## src/rtl/mem_requester_if.sv

```systemverilog
// Command, memory-side and response signals of mem_requester, bundled so the
// requester and its environment connect through a single port.
interface mem_requester_if;
  // Command handshake: a command transfers on a rising edge where cmd_valid and
  // cmd_ready are both 1; cmd_* fields must be stable while cmd_valid is high.
  // rsp_valid is a single-cycle pulse with no backpressure.
  logic       cmd_valid;
  logic       cmd_ready;
  logic       cmd_write;
  logic [7:0] cmd_addr;
  logic [7:0] cmd_wdata;
  logic [3:0] cmd_len;
  logic       mem_write_enable;
  logic       mem_read_enable;
  logic [7:0] mem_write_data;
  logic [7:0] mem_address;
  logic [7:0] mem_read_data;
  logic       mem_full;
  logic       rsp_valid;
  logic [7:0] rsp_data;
  logic [7:0] rsp_addr;
  logic       busy;

  modport master (
    input  cmd_valid, cmd_write, cmd_addr, cmd_wdata, cmd_len,
    input  mem_read_data, mem_full,
    output cmd_ready, mem_write_enable, mem_read_enable, mem_write_data,
    output mem_address, rsp_valid, rsp_data, rsp_addr, busy
  );

  modport slave (
    output cmd_valid, cmd_write, cmd_addr, cmd_wdata, cmd_len,
    output mem_read_data, mem_full,
    input  cmd_ready, mem_write_enable, mem_read_enable, mem_write_data,
    input  mem_address, rsp_valid, rsp_data, rsp_addr, busy
  );
endinterface

```

## src/rtl/mem_requester.sv

```systemverilog
// Burst initiator for the memory controller: turns write-fill / read commands into
// one registered strobe per cycle and returns read bytes as tagged response pulses.
module mem_requester #(
  parameter int READ_LATENCY = 1,
  parameter bit INCR_DATA    = 1'b1
) (
  input  logic            clk_master,
  input  logic            reset,
  mem_requester_if.master bus,
  output logic [1:0]      dbg_state
);

  typedef enum logic [1:0] {
    IDLE  = 2'd0,
    WRITE = 2'd1,
    READ  = 2'd2,
    DRAIN = 2'd3
  } state_t;

  state_t            state_q, state_d;
  logic [7:0]        base_q, base_d;
  logic [7:0]        seed_q, seed_d;
  logic [3:0]        len_q, len_d;
  logic [4:0]        k_q, k_d;
  logic              we_q, we_d;
  logic              re_q, re_d;
  logic [7:0]        wdata_q, wdata_d;
  logic [7:0]        addr_q, addr_d;
  logic              rv_q, rv_d;
  logic [7:0]        rdata_q, rdata_d;
  logic [7:0]        raddr_q, raddr_d;
  logic              ready_q, ready_d;
  logic              busy_q, busy_d;
  logic [READ_LATENCY-1:0] pv_q, pv_d;
  logic [7:0]        pa_q [READ_LATENCY];
  logic [7:0]        pa_d [READ_LATENCY];

  logic [7:0] beat_addr;
  logic [7:0] beat_data;
  logic       beats_done;
  logic       pipe_busy;

  // k_q counts beats already issued; once it passes len_q the burst is complete.
  assign beat_addr  = base_q + {3'b000, k_q};
  assign beat_data  = INCR_DATA ? (seed_q + {3'b000, k_q}) : seed_q;
  assign beats_done = (k_q > {1'b0, len_q});
  assign pipe_busy  = (|pv_q) | re_q;

  always_comb begin
    state_d = state_q;
    base_d  = base_q;
    seed_d  = seed_q;
    len_d   = len_q;
    k_d     = k_q;
    we_d    = 1'b0;
    re_d    = 1'b0;
    wdata_d = wdata_q;
    addr_d  = addr_q;

    // Tag pipeline: stage i holds the address of the strobe issued i+1 cycles ago.
    pv_d[0] = re_q;
    pa_d[0] = addr_q;
    for (int i = 1; i < READ_LATENCY; i++) begin
      pv_d[i] = pv_q[i-1];
      pa_d[i] = pa_q[i-1];
    end
    rv_d    = pv_q[READ_LATENCY-1];
    rdata_d = pv_q[READ_LATENCY-1] ? bus.mem_read_data : rdata_q;
    raddr_d = pv_q[READ_LATENCY-1] ? pa_q[READ_LATENCY-1] : raddr_q;

    case (state_q)
      IDLE: begin
        if (bus.cmd_valid) begin
          base_d = bus.cmd_addr;
          seed_d = bus.cmd_wdata;
          len_d  = bus.cmd_len;
          if (bus.cmd_write) begin
            state_d = WRITE;
            if (!bus.mem_full) begin
              we_d    = 1'b1;
              addr_d  = bus.cmd_addr;
              wdata_d = bus.cmd_wdata;
              k_d     = 5'd1;
            end else begin
              k_d = 5'd0;
            end
          end else begin
            state_d = READ;
            re_d    = 1'b1;
            addr_d  = bus.cmd_addr;
            k_d     = 5'd1;
          end
        end
      end
      WRITE: begin
        if (beats_done) begin
          state_d = IDLE;
        end else if (!bus.mem_full) begin
          we_d    = 1'b1;
          addr_d  = beat_addr;
          wdata_d = beat_data;
          k_d     = k_q + 5'd1;
        end
      end
      READ: begin
        if (beats_done) begin
          state_d = DRAIN;
        end else begin
          re_d   = 1'b1;
          addr_d = beat_addr;
          k_d    = k_q + 5'd1;
        end
      end
      DRAIN: begin
        if (!pipe_busy) state_d = IDLE;
      end
      default: state_d = IDLE;
    endcase

    ready_d = (state_d == IDLE);
    busy_d  = (state_d != IDLE);
  end

  always_ff @(posedge clk_master or negedge reset) begin
    if (!reset) begin
      state_q <= IDLE;
      base_q  <= 8'h00;
      seed_q  <= 8'h00;
      len_q   <= 4'h0;
      k_q     <= 5'd0;
      we_q    <= 1'b0;
      re_q    <= 1'b0;
      wdata_q <= 8'h00;
      addr_q  <= 8'h00;
      rv_q    <= 1'b0;
      rdata_q <= 8'h00;
      raddr_q <= 8'h00;
      ready_q <= 1'b1;
      busy_q  <= 1'b0;
      pv_q    <= '0;
      for (int i = 0; i < READ_LATENCY; i++) pa_q[i] <= 8'h00;
    end else begin
      state_q <= state_d;
      base_q  <= base_d;
      seed_q  <= seed_d;
      len_q   <= len_d;
      k_q     <= k_d;
      we_q    <= we_d;
      re_q    <= re_d;
      wdata_q <= wdata_d;
      addr_q  <= addr_d;
      rv_q    <= rv_d;
      rdata_q <= rdata_d;
      raddr_q <= raddr_d;
      ready_q <= ready_d;
      busy_q  <= busy_d;
      pv_q    <= pv_d;
      for (int i = 0; i < READ_LATENCY; i++) pa_q[i] <= pa_d[i];
    end
  end

  assign bus.cmd_ready        = ready_q;
  assign bus.busy             = busy_q;
  assign bus.mem_write_enable = we_q;
  assign bus.mem_read_enable  = re_q;
  assign bus.mem_write_data   = wdata_q;
  assign bus.mem_address      = addr_q;
  assign bus.rsp_valid        = rv_q;
  assign bus.rsp_data         = rdata_q;
  assign bus.rsp_addr         = raddr_q;
  assign dbg_state            = state_q;

endmodule

```

## src/flat_wrapper.sv

```systemverilog
// flat-port wrapper written by rule: the top's interface ports become plain ports
module mem_requester_flat 
#(
  parameter int READ_LATENCY = 1,
  parameter bit INCR_DATA    = 1'b1
)
  (clk_master, reset, dbg_state, bus_cmd_valid, bus_cmd_write, bus_cmd_addr, bus_cmd_wdata, bus_cmd_len, bus_mem_read_data, bus_mem_full, bus_cmd_ready, bus_mem_write_enable, bus_mem_read_enable, bus_mem_write_data, bus_mem_address, bus_rsp_valid, bus_rsp_data, bus_rsp_addr, bus_busy);
  mem_requester_if bus_i ();
  input  logic clk_master;
  input  logic reset;
  output logic [1:0] dbg_state;
  input wire logic [$bits(bus_i.cmd_valid)-1:0] bus_cmd_valid;
  input wire logic [$bits(bus_i.cmd_write)-1:0] bus_cmd_write;
  input wire logic [$bits(bus_i.cmd_addr)-1:0] bus_cmd_addr;
  input wire logic [$bits(bus_i.cmd_wdata)-1:0] bus_cmd_wdata;
  input wire logic [$bits(bus_i.cmd_len)-1:0] bus_cmd_len;
  input wire logic [$bits(bus_i.mem_read_data)-1:0] bus_mem_read_data;
  input wire logic [$bits(bus_i.mem_full)-1:0] bus_mem_full;
  output wire logic [$bits(bus_i.cmd_ready)-1:0] bus_cmd_ready;
  output wire logic [$bits(bus_i.mem_write_enable)-1:0] bus_mem_write_enable;
  output wire logic [$bits(bus_i.mem_read_enable)-1:0] bus_mem_read_enable;
  output wire logic [$bits(bus_i.mem_write_data)-1:0] bus_mem_write_data;
  output wire logic [$bits(bus_i.mem_address)-1:0] bus_mem_address;
  output wire logic [$bits(bus_i.rsp_valid)-1:0] bus_rsp_valid;
  output wire logic [$bits(bus_i.rsp_data)-1:0] bus_rsp_data;
  output wire logic [$bits(bus_i.rsp_addr)-1:0] bus_rsp_addr;
  output wire logic [$bits(bus_i.busy)-1:0] bus_busy;
  assign bus_i.cmd_valid = bus_cmd_valid;
  assign bus_i.cmd_write = bus_cmd_write;
  assign bus_i.cmd_addr = bus_cmd_addr;
  assign bus_i.cmd_wdata = bus_cmd_wdata;
  assign bus_i.cmd_len = bus_cmd_len;
  assign bus_i.mem_read_data = bus_mem_read_data;
  assign bus_i.mem_full = bus_mem_full;
  assign bus_cmd_ready = bus_i.cmd_ready;
  assign bus_mem_write_enable = bus_i.mem_write_enable;
  assign bus_mem_read_enable = bus_i.mem_read_enable;
  assign bus_mem_write_data = bus_i.mem_write_data;
  assign bus_mem_address = bus_i.mem_address;
  assign bus_rsp_valid = bus_i.rsp_valid;
  assign bus_rsp_data = bus_i.rsp_data;
  assign bus_rsp_addr = bus_i.rsp_addr;
  assign bus_busy = bus_i.busy;
  mem_requester #(.READ_LATENCY(READ_LATENCY), .INCR_DATA(INCR_DATA)) u_core (.clk_master(clk_master), .reset(reset), .bus(bus_i), .dbg_state(dbg_state));
endmodule
```

## config.mk

```make
export PLATFORM = sky130hd
export DESIGN_NAME = mem_requester_flat
export DESIGN_NICKNAME = d
export VERILOG_FILES = /design/src/rtl/mem_requester_if.sv /design/src/rtl/mem_requester.sv /design/src/flat_wrapper.sv
export SDC_FILE = /design/constraint.sdc
export NUM_CORES = 1
export LEC_CHECK = 0
export ABC_AREA = 1
export BUFFER_PORTS_ARGS = -buffer_cell sky130_fd_sc_hd__buf_2
export CAP_MARGIN = 0
export CELL_PAD_IN_SITES_DETAIL_PLACEMENT = 1
export CELL_PAD_IN_SITES_GLOBAL_PLACEMENT = 2
export CORE_ASPECT_RATIO = 1.25
export CORE_MARGIN = 2
export CORE_UTILIZATION = 36
export DETAILED_ROUTE_END_ITERATION = 8
export GPL_TIMING_DRIVEN = 0
export HOLD_SLACK_MARGIN = 0.06
export PLACE_DENSITY = 0.82
export SLEW_MARGIN = 10
export SYNTH_ARGS = -nofsm -noshare
export SYNTH_HDL_FRONTEND = slang
export SYNTH_SLANG_ARGS = --single-unit
```

## constraint.sdc

```tcl
create_clock -name clk_master -period 3 [get_ports clk_master]
set_input_delay 0.6 -clock clk_master [delete_from_list [all_inputs] [get_ports clk_master]]
set_output_delay 0.6 -clock clk_master [all_outputs]
set_load 0.05 [all_outputs]
```

After elaboration in Yosys (flattened, before gate mapping)
Index checks and enable logic that the tools add are counted.
{"block": "classes", "muxes": 35, "n_mul": 0, "eq_ne": 10, "n_lt_le_gt_ge": 1, "n_div": 0, "shift": 0, "n_addsub": 3, "bitwise": 1, "n_reduce_logical": 9}
{"op": "two-way mux 8 bit", "n": 11}
{"op": "case mux 8 bit (3 select lines)", "n": 1}
{"op": "two-way mux 5 bit", "n": 4}
{"op": "adder 8 x 5 -> 8 bit", "n": 2}
{"op": "case mux 8 bit (2 select lines)", "n": 1}
{"op": "case mux 5 bit (3 select lines)", "n": 1}
{"op": "inequality test 2 bit, second input constant", "n": 6}
{"op": "AND reduction 6 bit", "n": 2}
{"op": "two-way mux 2 bit", "n": 5}
{"op": "two-way mux 1 bit", "n": 9}
{"op": "case mux 2 bit (4 select lines)", "n": 1}
{"op": "adder 5 x 1 -> 5 bit, second input constant", "n": 1}
{"op": "greater-than comparator 5 x 4 -> 1 bit", "n": 1}
{"op": "AND reduction 5 bit", "n": 1}
{"op": "equality test 2 bit, second input constant", "n": 2}
{"op": "zero test 2 bit", "n": 2}
{"op": "case mux 1 bit (2 select lines)", "n": 2}
{"op": "nonzero test 2 bit", "n": 2}
{"op": "inequality test 3 bit, second input constant", "n": 1}
{"op": "nonzero test 3 bit", "n": 1}
{"op": "equality test 2 x 1 -> 1 bit, second input constant", "n": 1}
{"op": "AND reduction 2 bit", "n": 1}
{"op": "OR 1 bit", "n": 1}
{"block": "totals", "mem_bits_ro": 0, "regBits": 73, "in_bits": 33, "memories": 0, "ram_bits": 0, "latchBits": 0}

Logic depth before layout (Yosys ltp)
Gate-level depths: netlist of run 1.
{"block": "depth", "depth_word": 4, "ltp_mapped": 13, "mapped_depth_nobuf": 13}

Worst setup path after synthesis of run 1
Ideal clock, no wire load.
{"block": "synth_path", "kind": "reg-to-reg", "start": "register u_core.state_q[0], in the netlist u_core.dbg_state[0]", "end": "register u_core.len_q[0]", "period_less_slack_ps": 2012, "required_ps": 2875, "arrival_ps": 1887, "stages_incl_launch_ff": 7, "setup_slack_ps": 988, "path_cell_list": "dfrtp_1 -> inv_1 -> ha_1 -> buf_4 -> nand2_1 -> buf_2 -> mux2_2"}
{"block": "synth_via", "elab_chain_cells": 2}
{"element": "from (decl)", "line": "mem_requester.sv:20", "text": "state_t state_q, state_d;"}
{"element": "from (signal assigned)", "line": "mem_requester.sv:143", "text": "state_q <= state_d;"}
{"element": "zero test 2 bit", "line": "mem_requester.sv:71", "text": "case (state_q)"}
{"element": "AND reduction 2 bit (no line)"}
{"element": "to (signal assigned)", "line": "mem_requester.sv:146", "text": "len_q <= len_d;"}
{"element": "to (decl)", "line": "mem_requester.sv:23", "text": "logic [3:0] len_q, len_d;"}
No other way between the ends.
A chain may end at the register's enable or synchronous reset.

Worst setup path in the final report of run 1
{"block": "layout_path", "start": "register u_core.state_q[0], in the netlist u_core.dbg_state[0]", "end": "register u_core.addr_q[1], in the netlist u_core.bus.mem_address[1]"}
{"block": "layout_via", "elab_chain_cells": 3, "word_cells_on_any_way": 11}
{"element": "equality test 2 bit (tied with other cells)", "line": "mem_requester.sv:71"}
{"element": "inequality test 2 bit (no line) (tied with other cells)"}
{"element": "AND reduction 6 bit (no line)"}
{"element": "to (signal assigned)", "line": "mem_requester.sv:151", "text": "addr_q <= addr_d;"}
{"element": "to (decl)", "line": "mem_requester.sv:28", "text": "logic [7:0] addr_q, addr_d;"}
Several ways; a longest one is shown, not always the timed one.

==> results.txt, run 1 <==
- Result of the run: finished clean
- The worst-case IR drop observed on VDD is 0.000431 V.
- Multi-input gate area: 1620 µm²
- After synthesis, the mean cell area works out to just over 9 µm².
* Die boundary width: roughly 95 µm
- CTS Buffer Depth: 2
- In this run, synthesis produced a sequential element count of 73.
- Number of warnings issued by yosys: 0
- After the first detailed-routing iteration, the DRC count stood at between 100 and 150.
- Via-per-instance ratio: just under 5
* MaxCap Viol Count: 0
* Count of hold-fix buffers inserted at cts: 0
- The most used flip-flop cell after synthesis is sky130_fd_sc_hd__dfrtp_1.
* Post-synthesis cell type with the largest combined area: sky130_fd_sc_hd__dfrtp_1
- The setup path with the least slack is of type flip-flop to flip-flop.
- The mapped netlist covers 3700 µm².
- Distinct cell type count after synthesis: 38
- Clock tree synthesis found a total of 73 sinks.
- # setup viols final: 0
* Cell chosen for the clock root: sky130_fd_sc_hd__clkbuf_16
- Final worst clock skew: approximately 6.8 ps
* Total instance count after detailed placement: 598
- Clock-pin slew was measured on the worst setup and hold paths at around 60 ps.
* Highest attainable clock frequency: 0.484 GHz
- Entering global routing, the biggest net connects 39 pins.
- Worst setup slack after placement: between 900 and 1000 ps
* Count of flip-flops with a built-in enable after synthesis: 0
- Final period utilization: around 69%
- Number of CTS-inserted buffers: 9
- Effective utilization at floorplan: a little under two fifths
* Number of hold-slack violations in the final timing report: 0
* Post-detailed-placement half-perimeter wirelength: 7.01 mm
- For the worst-skew pair, the clock arrives at the later sink with an insertion delay of roughly 340 ps.
- Required time of the critical path: roughly 3200 ps
- After detailed routing, the total wire length is just over 9 mm.
- After global routing the overflow that remains totals 0.
- Average wire length per cell after detail routing: 14.9 µm
- Fraction of layout instances using a drive strength above 1: 28.7%
- Fraction of registers with async set or reset after synthesis: 100%
* Number of nets in the layout: 534
- The H-tree was split into 3 levels.
- Total power of the final layout: between 6 and 7 mW
- Overall track demand over capacity in global routing: roughly 18%
- Static leakage: about 2.4 nW
* Crit-path max FO: 10
- The die is approximately 120 µm tall.
- Weighted congestion at the end of routability-driven global placement: around 0.8
- Port buffering added 71 buffers.
- Post-place instance area: 4240 µm²
* Power density of the placed cells: around 1300 nW/µm²
* Setup TNS: 0 ps
* Cell types with the highest counts after synthesis: 94 x sky130_fd_sc_hd__nand2_1, 72 x sky130_fd_sc_hd__dfrtp_1, 44 x sky130_fd_sc_hd__inv_1
* Final non-filler cell area: 4600 µm²
- Area taken by flip-flops and latches: ~1800 µm²
- The number of setup buffers added after CTS is 0.
- Setup repair after global routing missed its margin: no
- Antenna viol nets, final: 0
* Register-to-register setup slack: 930 ps
- Area share of the largest cell type after synthesis: 48.7%
- Count of placed standard cells in the final layout, fillers left out: approximately 610
- In the routed design, unresolved DRC markers number 0.
* Most frequent cell after synthesis: sky130_fd_sc_hd__nand2_1
* Initial antenna violation count: 0
* Gate count after technology mapping: 397
- Core Footprint: between 10000 and 15000 µm²
- Once the clock tree was built, the resizer swapped 0 gates to a different size.
- The worst hold path belongs to the class input pin to async pin.
- The first global-routing pass estimated 15.3 mm of wire.
- Final Core Density: 45.7%
- Final slew viol count: 0
* Hold WS: ~220 ps
* Filler cell count in the final layout: around 1.2k
* Worst slew margin: between 60 and 70%
- The first detailed-routing pass took 4 iterations.
- By area the synthesized netlist is led by sky130_fd_sc_hd__dfrtp_1 49%, sky130_fd_sc_hd__nand2_1 9.5%, sky130_fd_sc_hd__mux2_2 7.0%.
- Slew @ Worst Pin: roughly 540 ps
* Die area: 11100 µm²
- Relative to the synthesized area, the layout overhead comes to 24.1%.
- Time the final worst path needs with I/O delays and setup: approximately 2100 ps
* Share of the yosys chip area belonging to registers: about half
* Worst setup SP type: flip-flop
- Antenna diode instance count: 0
- After layout, the worst setup slack is a little over 900 ps.
- TritonCTS built the clock tree.
- Number of standard-cell rows in the floorplan: 41
- During I/O placement, the number of pins put on the boundary was just over 70.
- Counting every net in the synthesized netlist gives about 450.
* Critical path endpoint category: flip-flop
- Via count of the first global-routing pass: approximately 3.3k
* Total number of vias: between 3k and 4k
- Arrival time of data at the critical path endpoint: 2290 ps
## worst paths after layout
check                                                         to  cells after the start                          start
setup / recovery           u_core.bus.mem_address[1]$_DFFE_PN0P_                      8  u_core.dbg_state[0]$_DFF_PN0_
min in group clk_master           u_core.bus.rsp_valid$_DFF_PN0_                      0          u_core.pv_q$_DFF_PN0_
setup reg to reg           u_core.bus.mem_address[1]$_DFFE_PN0P_                      8  u_core.dbg_state[0]$_DFF_PN0_
hold reg to reg                   u_core.bus.rsp_valid$_DFF_PN0_                      0          u_core.pv_q$_DFF_PN0_
hold / removal                      u_core.base_q[5]$_DFFE_PN0P_                      1                          reset
max in group asynchronous         u_core.bus.cmd_ready$_DFF_PN1_                      2                          reset
## registers in the layout (all words and copies together), names as in the netlist
| name | flops |
|---|---|
| u_core.dbg_state | 2 |
| u_core.len_q | 4 |
| u_core.base_q | 8 |
| u_core.bus.mem_read_enable | 1 |
| u_core.bus.mem_write_enable | 1 |
| u_core.pv_q | 1 |
| u_core.pa_q | 8 |
| u_core.bus.mem_address | 8 |
| u_core.bus.rsp_addr | 8 |
| u_core.seed_q | 8 |
| u_core.bus.busy | 1 |
| u_core.bus.rsp_data | 8 |
| u_core.bus.cmd_ready | 1 |
| u_core.bus.mem_write_data | 8 |
| u_core.k_q | 5 |
| u_core.bus.rsp_valid | 1 |
## area by class of cell
cell class / instances / area share [%]
clock buffer: 10 / 5.20
buffer: 12 / 1.52
inverter: 48 / 4.03
tap: 129 / 3.51
timing repair buffer: 72 / 8.22
multi-input combinational: 264 / 35.2
clock inverter: 6 / 2.50
sequential: 73 / 39.8
## cells by family (layout without fill, tap and decap cells)
| logic type | after synthesis | after routing | share of synthesized area [%] |
|---|---|---|---|
| AOI/OAI and AO/OA | 56 | 56 | 8.11 |
| xor gates and xnor gates | 8 | 8 | 1.89 |
| adders and majority gates | 21 | 21 | 7.50 |
| buffers and inverters | 60 | 148 | 6.89 |
| DFF | 73 | 73 | 49.4 |
| muxes | 23 | 23 | 7.00 |
| and+or+nand+nor | 156 | 156 | 19.2 |
## placed cells by master (no fill, tap or decap), types with 3 or more instances in the layout
| cell | synthesis | routed |
|---|---|---|
| sky130_fd_sc_hd__buf_2 | 4 | 74 |
| sky130_fd_sc_hd__nand2_2 | 3 | 3 |
| sky130_fd_sc_hd__clkbuf_16 | 0 | 9 |
| sky130_fd_sc_hd__nand3_1 | 23 | 23 |
| sky130_fd_sc_hd__o21ai_0 | 26 | 26 |
| sky130_fd_sc_hd__bufinv_16 | 0 | 3 |
| sky130_fd_sc_hd__nand2_1 | 94 | 94 |
| sky130_fd_sc_hd__inv_1 | 44 | 44 |
| sky130_fd_sc_hd__o21ai_1 | 4 | 4 |
| sky130_fd_sc_hd__dfrtp_1 | 72 | 72 |
| sky130_fd_sc_hd__nand3_2 | 3 | 3 |
| sky130_fd_sc_hd__xor2_1 | 6 | 6 |
| sky130_fd_sc_hd__a21oi_1 | 20 | 20 |
| sky130_fd_sc_hd__mux2_2 | 23 | 23 |
| sky130_fd_sc_hd__nor2_1 | 15 | 15 |
| sky130_fd_sc_hd__ha_1 | 19 | 19 |
| sky130_fd_sc_hd__clkbuf_1 | 4 | 4 |
| sky130_fd_sc_hd__nand4_1 | 7 | 7 |
## routing by layer
layer | GRT usage [%] | wire (µm) | vias up
li1 | - | - | 1457
met1 | 19.8 | 3720 | 1483
met2 | 32.8 | 4960 | 56
met3 | 3.92 | 342 | 10
met4 | 4.62 | 118 | 0
met5 | 0 | 0 | -
## power by group
group	internal (mW)	switching [mW]	total, mW
sequential	1.46	0.282	1.74
combinational	0.956	2.18	3.13
clock	0.837	0.423	1.26
total	3.25	2.88	6.14
## worst max-delay path, stage by stage (launching register included)
cell and delay, ps:
sky130_fd_sc_hd__dfrtp_1 470, sky130_fd_sc_hd__inv_1 100, sky130_fd_sc_hd__ha_1 300, sky130_fd_sc_hd__buf_2 190, sky130_fd_sc_hd__inv_1 160, sky130_fd_sc_hd__clkbuf_1 380
sky130_fd_sc_hd__o21ai_0 190, sky130_fd_sc_hd__nand2_1 110, sky130_fd_sc_hd__nand2_1 50
(Power assumes the default switching activity.)
==> inputs of run 2 (changes only) <==
--- a/config.mk
+++ b/config.mk
@@ -12,11 +12,11 @@
 export CELL_PAD_IN_SITES_GLOBAL_PLACEMENT = 2
 export CORE_ASPECT_RATIO = 1.25
 export CORE_MARGIN = 2
-export CORE_UTILIZATION = 36
+export CORE_UTILIZATION = 30
 export DETAILED_ROUTE_END_ITERATION = 8
 export GPL_TIMING_DRIVEN = 0
 export HOLD_SLACK_MARGIN = 0.06
-export PLACE_DENSITY = 0.82
+export PLACE_DENSITY = 0.73
 export SLEW_MARGIN = 10
 export SYNTH_ARGS = -nofsm -noshare
 export SYNTH_HDL_FRONTEND = slang
==> constraint.sdc (replaced) <==
create_clock -name clk_master -period 1.7 [get_ports clk_master]
set_input_delay 0.34 -clock clk_master [delete_from_list [all_inputs] [get_ports clk_master]]
set_output_delay 0.34 -clock clk_master [all_outputs]
set_load 0.05 [all_outputs]
==> run 2 against run 1 <==
Against the previous run:
- the run now ends with setup timing left
- via count increased by 2.9%
- critical path type unchanged
- combinational power increased by 120%
- critical endpoint is now u_core.k_q[4]$_DFFE_PN0P_
- final area increased by 14%
==> results.txt, run 2 (synthesized netlist as in run 1, its figures left out) <==
* Total congestion overflow: 0
- Filler cell count in the final layout: 1389
- Setup repair after global routing could not meet its margin everywhere.
- Once the floorplan was initialized, standard cells occupied approximately 31% of the core.
- Number of CTS-inserted buffers: 9
- The max-slew violation count was 0.
- Post-synthesis to final-layout area growth: 41.4%
* Highest attainable clock frequency: between 0.5 and 0.6 GHz
- CP max-delay cell: sky130_fd_sc_hd__dfrtp_2
- The worst-case IR drop observed on VDD is about 0.0009 V.
* Die area: roughly 13000 µm²
- Static leakage: between 2 and 3 nW
- Cell family contributing the most delay on the critical path: simple AND/OR/NAND/NOR gates
* Worst slew margin: between 60% and 70%
- Average wire length per cell after detail routing: ~15 µm
- Buffers & Inverters on Critical Path: 3
- At the worst endpoint, the arrival time is a little under 2000 ps.
- CTS built an H-tree with a depth of 3.
- Of the total power, the clock network draws between 10% and 20%.
* Cell chosen for the clock root: sky130_fd_sc_hd__clkbuf_16
- Post-detailed-placement half-perimeter wirelength: 7.20 mm
* Number of search-and-repair iterations in the first detailed-routing pass: 4
- Min setup slack post-route: -42.8 ps
- Of the total power, combinational logic draws between 50% and 60%.
- The count of nets left with antenna violations once routing finished came out at 0.
- Largest stage delay, worst path: 430 ps
* # setup viols final: 12
* Worst min-delay path category: input pin to flip-flop
* Failing checks: setup timing
- Crit-path max FO: 5
- # clock sinks: 73
- Row generation in the floorplan step produced 45 rows.
- After clock tree synthesis, the clock-pin slew on the worst setup and hold paths is ~60 ps.
- Cell breakdown of the critical path: ha_4 > inv_2 > nor2_4 > nand3_2 > nand3_4 > nand3_4 > nand3_4 > buf_6 > inv_6 > nand2_2 > nand2_1
- Fraction of layout instances using a drive strength above 1: between 40% and 50%
* Category of the critical setup timing path: flip-flop to flip-flop
- Slew @ Worst Pin: a little under 500 ps
- Critical path endpoint category: flip-flop
- Power density of the placed cells: between 2000 and 2500 nW/µm²
- The repair_antennas step left the layout with diodes totalling 0.
- Measured along the x axis, the die boundary spans 103 µm.
* Switching power of the nets: around 5.8 mW
- Clock latency on the worst-skew pair, taken at its later pin, is ~330 ps.
- Input and output buffers added on the ports amount to about 70.
- Subtracting the final worst setup slack from the clock period gives approximately 1700 ps.
- Dividing the final minimum period by the clock period gives 103%.
- Sequential cells account for approximately a quarter of the total power.
- Cell internal power was estimated by the tool at around 6.4 mW.
- Register-to-register setup slack: -40 ps
- TritonCTS built the clock tree.
- The number of global-route vias before repair is around 3.4k.
- The first global-routing pass estimated between 15 and 20 mm of wire.
- Area taken by flip-flops and latches: between 1500 and 2000 µm²
* Largest net degree at the start of global routing: 56
* Core Footprint: 12100 µm²
- MaxCap Viol Count: 0
- Net switching is 47.4% of the power.
- The die is ~130 µm tall.
- Via-per-instance ratio: approximately 4.6
- Overall track demand over capacity in global routing: between 10% and 20%
- Result of the run: finished, violations left
* Worst setup SP type: flip-flop
* Weighted congestion at the end of routability-driven global placement: 0.802
- Total number of vias: between 3k and 4k
- Hold WS: between 150 and 200 ps
- Count of unresolved DRC violations after routing: 0
* Initial antenna violation count: 0
* Number of nets in the layout: approximately 560
* Number of hold-slack violations in the final timing report: 0
- DRT Wirelength: ~10 mm
- The library cell used most frequently in the layout, excluding fill and tap cells, is sky130_fd_sc_hd__nand2_1.
* CTS Buffer Depth: 2
* First-iteration detailed-routing DRC count: roughly 70
* Multi-input gate area: between 1500 and 2000 µm²
- The clock arrives with roughly 9.8 ps of skew.
- At the worst endpoint, the required time is roughly 1900 ps.
- In the layout the commonest cells are 76 x sky130_fd_sc_hd__nand2_1, 72 x sky130_fd_sc_hd__buf_2, 65 x sky130_fd_sc_hd__dfrtp_1.
- Total power of the final layout: 12.2 mW
- Number of ports placed on the die boundary: between 70 and 80
* Most Frequent Cell on Critical Path: sky130_fd_sc_hd__nand3_4
==> run 2: path summary, 6_finish.rpt <==
path | start | to | cells past startpoint
worst max-delay path | u_core.k_q[3]$_DFFE_PN0P_ | u_core.k_q[4]$_DFFE_PN0P_ | 11
worst min-delay path | bus_mem_full | u_core.bus.mem_write_enable$_DFF_PN0_ | 2
worst max register to register | u_core.k_q[3]$_DFFE_PN0P_ | u_core.k_q[4]$_DFFE_PN0P_ | 11
worst min register to register | u_core.pv_q$_DFF_PN0_ | u_core.bus.rsp_valid$_DFF_PN0_ | 0
max in group asynchronous | reset | u_core.bus.cmd_ready$_DFF_PN1_ | 3
min in group asynchronous | reset | u_core.base_q[6]$_DFFE_PN0P_ | 2
==> run 2: worst reg2reg max path: stages, from the launching register on <==
cell and delay (ps):
sky130_fd_sc_hd__dfrtp_2 430, sky130_fd_sc_hd__ha_4 270, sky130_fd_sc_hd__inv_2 40, sky130_fd_sc_hd__nor2_4 140, sky130_fd_sc_hd__nand3_2 120, sky130_fd_sc_hd__nand3_4 110
sky130_fd_sc_hd__nand3_4 110, sky130_fd_sc_hd__nand3_4 160, sky130_fd_sc_hd__buf_6 130, sky130_fd_sc_hd__inv_6 40, sky130_fd_sc_hd__nand2_2 50, sky130_fd_sc_hd__nand2_1 40
==> run 2: power groups by stage <==
stage / registers (mW) / clock network, mW / logic, mW
floorplan: 4.58 / 0 / 2.79
global placement: 3.07 / 0 / 5.60
detailed placement: 3.13 / 0 / 5.74
CTS: 3.12 / 2.14 / 6.58
global route: 3.23 / 2.20 / 7.64
finish: 3.11 / 2.07 / 6.97
==> run 2: layout make-up <==
| type | count | area share [%] |
|---|---|---|
| Multi-Input combinational cell | 264 | 37.7 |
| Timing Repair inverter | 1 | 0.167 |
| Buffer | 11 | 1.55 |
| Sequential cell | 73 | 35.1 |
| Tap cell | 164 | 3.92 |
| Timing Repair Buffer | 97 | 11.4 |
| Inverter | 48 | 3.87 |
| Clock inverter | 6 | 1.74 |
| Clock buffer | 10 | 4.57 |
==> run 2: timing repair <==
item                                    CTS  global route
resized for setup                        60            42
endpoints found under the hold margin    18             0
cloned                                    2             0
hold buffers                              1             0
pin swaps                                31            32
endpoints found under the setup margin   39            43
buffers inserted                         15             8
==> run 2: routing by layer <==
metal | track usage [%] | part of all wire, % | routed length (µm)
met1 | 18.9 | 42 | 4250
met2 | 29.7 | 54 | 5490
met3 | 2.94 | 3.1 | 310
met4 | 4.64 | 0.72 | 73
met5 | 0 | 0 | 0
==> run 2: through the flow <==
step | TNS, ps | utilization [%] | setup slack [ps] | std cells | instance area, µm²
after floorplan | -321 | - | -32.7 | 397 | 3750
after global placement | -18830 | 35.6 | -354 | 632 | 4310
after detailed placement | -4120 | 35.9 | -251 | 633 | 4340
final | -284 | 43.2 | -42.8 | 674 | 5240
after CTS | -520 | 41.8 | -50.6 | 667 | 5060
after global routing | -2490 | 43.2 | -146 | 674 | 5240
==> inputs of run 3 (changes only) <==
--- a/config.mk
+++ b/config.mk
@@ -5,14 +5,14 @@
 export SDC_FILE = /design/constraint.sdc
 export NUM_CORES = 1
 export LEC_CHECK = 0
-export ABC_AREA = 1
+export ABC_AREA = 0
 export BUFFER_PORTS_ARGS = -buffer_cell sky130_fd_sc_hd__buf_2
 export CAP_MARGIN = 0
 export CELL_PAD_IN_SITES_DETAIL_PLACEMENT = 1
 export CELL_PAD_IN_SITES_GLOBAL_PLACEMENT = 2
 export CORE_ASPECT_RATIO = 1.25
 export CORE_MARGIN = 2
-export CORE_UTILIZATION = 30
+export CORE_UTILIZATION = 32
 export DETAILED_ROUTE_END_ITERATION = 8
 export GPL_TIMING_DRIVEN = 0
 export HOLD_SLACK_MARGIN = 0.06
==> run 3 against run 2 <==
Against the previous run:
- the run still ends with setup timing left
- sequential share of layout area grew 1.6 points
- final area shrank 4.5%
- critical endpoint is now u_core.bus.mem_address[6]$_DFFE_PN0P_
- cell count down 17%
- highest routed layer unchanged
- maximum frequency down 18%
==> results.txt, run 3 <==
- Core Footprint: ~11000 µm²
- The worst setup path is of the flip-flop to flip-flop kind.
- Result of the run: finished, violations left
- The synthesized netlist contains 45 unique library cells.
* DRT Wirelength: about 9.3 mm
- The die covers between 10000 and 15000 µm².
- The largest total area in the synthesized netlist belongs to sky130_fd_sc_hd__dfrtp_1.
- In this run the cell area of the synthesized design comes to 3570 µm².
- Final slew viol count: 0
- In this run, CTS created clock tree buffers numbering 9.
- Of all flip-flops after synthesis, the portion carrying an async set or reset was 100%.
- Worst setup slack after placement: -759 ps
* # setup viols final: 26
* CTS Buffer Depth: 2
* Via count of the first global-routing pass: 2870
- Clock insertion delay at the later pin of the skew report: 350 ps
- Synthesis produced a netlist with a net count of 360.
- Number of H-tree levels: 3
- Area share of the largest cell type after synthesis: 50.4%
- Setup repair after global routing missed its margin: yes
- In this run the tool buffered the top-level ports with 71 buffer cells.
* Cell types with the highest counts after synthesis: 72 x sky130_fd_sc_hd__dfrtp_1, 47 x sky130_fd_sc_hd__mux2_2, 23 x sky130_fd_sc_hd__nand2_1, 23 x sky130_fd_sc_hd__o21ai_0, 19 x sky130_fd_sc_hd__ha_1
- The final-report hold violation count is 0.
- Dividing the detail-routed via count by the number of cells gives between 4 and 5.
* Largest stage delay, worst path: around 460 ps
* Effective utilization at floorplan: roughly 33%
- Derived from the worst setup path, the maximum achievable clock frequency is about 0.47 GHz.
- The synthesized design contains 0 enable-type register cells.
- MaxCap Viol Count: 0
- Routability-driven placement finished with a final weighted congestion of between 0.7 and 0.8.
- Worst setup SP type: flip-flop
- On the critical path the largest part of the delay comes from compound AO/OA/AOI/OAI gates.
- During synthesis, Yosys emitted a total of 0 warnings.
- The worst pin sits at a relative slew slack of between 70% and 80%.
- # clock sinks: 73
- TritonCTS built the clock tree.
- Leaving out fill and tap cells, the most frequent cell in the layout is sky130_fd_sc_hd__buf_2.
* Average wire length per cell after detail routing: 16.7 µm
* Crit-path max FO: 8
- Multi-input gate area: about 1900 µm²
- For the finished layout, the period the worst path requires is roughly 2100 ps.
* Final Core Density: 45.5%
- After the last flow step, the layout net total stands at approximately 470.
- The first global-routing pass estimated roughly 15 mm of wire.
- The worst setup path is captured at a flip-flop.
- Wire segments on met2 add up to 4.81 mm in the final route.
* Die boundary width: between 90 and 100 µm
- Number of ports placed on the die boundary: 72
- After synthesis the netlist holds a flip-flop and latch count of between 70 and 80.
* Post-detailed-placement half-perimeter wirelength: between 6 and 7 mm
* Most frequent cell after synthesis: sky130_fd_sc_hd__dfrtp_1
* Worst min-delay path category: input pin to flip-flop
- Final period utilization: 126%
* Required time of the critical path: around 1900 ps
- Total number of vias: between 2k and 3k
* Gate count after technology mapping: 306
* Antenna viol nets, final: 0
* CP max-delay cell: sky130_fd_sc_hd__dfrtp_2
- The total overflow left after global routing is 0.
* Clock slew at reported path FFs: 70 ps
* Arrival time of data at the critical path endpoint: approximately 2400 ps
* Syn_area_per_cell: between 10 and 15 µm²
- Count of unresolved DRC violations after routing: 0
- Leading cell types by total area after synthesis: sky130_fd_sc_hd__dfrtp_1 50%, sky130_fd_sc_hd__mux2_2 15%, sky130_fd_sc_hd__ha_1 6.7%
- Compared with the post-synthesis result, the final layout area differs by 39.9%.
- Met1 routed wirelength after detailed routing: ~4.0 mm
- Slew @ Worst Pin: between 400 and 500 ps
* Overall track demand over capacity in global routing: between 10% and 20%
* Area taken by flip-flops and latches: between 1500 and 2000 µm²
* Largest net degree at the start of global routing: between 40 and 50
- Antenna diode instance count: 0
* Number of search-and-repair iterations in the first detailed-routing pass: 4
* Failing checks: setup timing
- Initial antenna violation count: 0
* Fraction of layout instances using a drive strength above 1: between 50% and 60%
- The critical path goes through ha_1 > nand4_1 > o22ai_4 > o21ai_4 > a31oi_4 > buf_12 > mux2_4.
* Number of standard-cell rows in the floorplan: 43
- Filler cell count in the final layout: approximately 1.2k
- Die Y: about 120 µm
- Share of the yosys chip area belonging to registers: roughly half
- Summed over all nets, wire length on met3 after detailed routing comes to between 300 and 400 µm.
- The top cell types in the final layout, fill and taps aside, are 71 x sky130_fd_sc_hd__buf_2, 66 x sky130_fd_sc_hd__dfrtp_1, 39 x sky130_fd_sc_hd__mux2_2.
* Buffers & Inverters on Critical Path: 1
* Most used flip-flop cell after synthesis: sky130_fd_sc_hd__dfrtp_1
- Uppermost routed layer: met4
- Hold is met by 223 ps.
- Min setup slack post-route: -436 ps
- Final worst clock skew: ~12 ps
- First-iteration detailed-routing DRC count: 47
- Cell chosen for the clock root: sky130_fd_sc_hd__clkbuf_16
[run 3: cell count changes after synthesis, moves of 4 or more]
| cell | delta |
|---|---|
| sky130_fd_sc_hd__xor2_1 | -5 |
| sky130_fd_sc_hd__o21a_1 | +5 |
| sky130_fd_sc_hd__inv_1 | -27 |
| sky130_fd_sc_hd__a211oi_1 | +6 |
| sky130_fd_sc_hd__nand3_1 | -18 |
| sky130_fd_sc_hd__nand4_1 | -5 |
| sky130_fd_sc_hd__a21oi_1 | -7 |
| sky130_fd_sc_hd__nand2_1 | -71 |
| sky130_fd_sc_hd__mux2_2 | +24 |
| sky130_fd_sc_hd__nor2b_1 | +4 |
[run 3: cells by family after synthesis]
logic type / Yosys count / share of synthesized area, %
AND/OR/NAND/NOR: 58 / 7.78
XOR/XNOR: 6 / 1.47
buffers and inverters: 28 / 3.19
AO/OA/AOI/OAI: 70 / 13.0
flip-flops: 73 / 51.2
multiplexers: 50 / 15.7
adder cells (fa/ha/maj): 21 / 7.78
[run 3: metrics by stage]
step | setup TNS (ps) | cells | instance area (µm²)
after CTS | -7760 | 552 | 4870
final | -8050 | 558 | 5000
after global placement | -32480 | 512 | 4180
after detailed placement | -13640 | 513 | 4210
after global routing | -10080 | 558 | 5000
after floorplan | -5030 | 306 | 3650
[run 3: area by class of cell]
type / instances / share of cell area (%)
clock inverters: 6 / 1.35
multi-input cells: 205 / 37.3
flip-flops and latches: 73 / 36.7
inverters: 17 / 1.33
well taps: 135 / 3.38
clock buffers: 10 / 4.58
repair buffers: 102 / 13.3
plain buffers: 10 / 1.98
[run 3: path summary, 6_finish.rpt]
check                                           from  slack (ps)  cells after the start                                    end
min                                   bus_cmd_len[1]         220                      2            u_core.len_q[1]$_DFFE_PN0P_
min in group asynchronous                      reset         460                      2            u_core.len_q[3]$_DFFE_PN0P_
max in group asynchronous                      reset         610                      3         u_core.bus.cmd_ready$_DFF_PN1_
max reg2reg                u_core.k_q[1]$_DFFE_PN0P_        -440                      7  u_core.bus.mem_address[6]$_DFFE_PN0P_
max                        u_core.k_q[1]$_DFFE_PN0P_        -440                      7  u_core.bus.mem_address[6]$_DFFE_PN0P_
min reg2reg                    u_core.pv_q$_DFF_PN0_         370                      0         u_core.bus.rsp_valid$_DFF_PN0_
[run 3: timing repair]
item                                    4_1_cts  5_1_grt
hold endpoints to repair                     28        0
pin swaps                                    15       16
endpoints found under the setup margin       45       43
resized for setup                            47       19
buffers inserted                             23        7
cloned                                        1        0
hold buffers                                  1        0
[run 3: layer usage]
layer,vias to the layer above,track usage [%]
met1,1387,19.6
met3,11,3.56
met5,-,0
met4,0,6.42
li1,1316,-
met2,56,28.6
[run 3: worst register-to-register path, stage by stage (launching register included)]
cell and delay, ps:
sky130_fd_sc_hd__dfrtp_2 460, sky130_fd_sc_hd__ha_1 380, sky130_fd_sc_hd__nand4_1 170, sky130_fd_sc_hd__o22ai_4 280, sky130_fd_sc_hd__o21ai_4 100, sky130_fd_sc_hd__a31oi_4 180
sky130_fd_sc_hd__buf_12 160, sky130_fd_sc_hd__mux2_4 310
Power of run 3 is left out: the tool's default activity adds up to more than one toggle a clock period on the data nets, which glitch-free logic cannot reach.
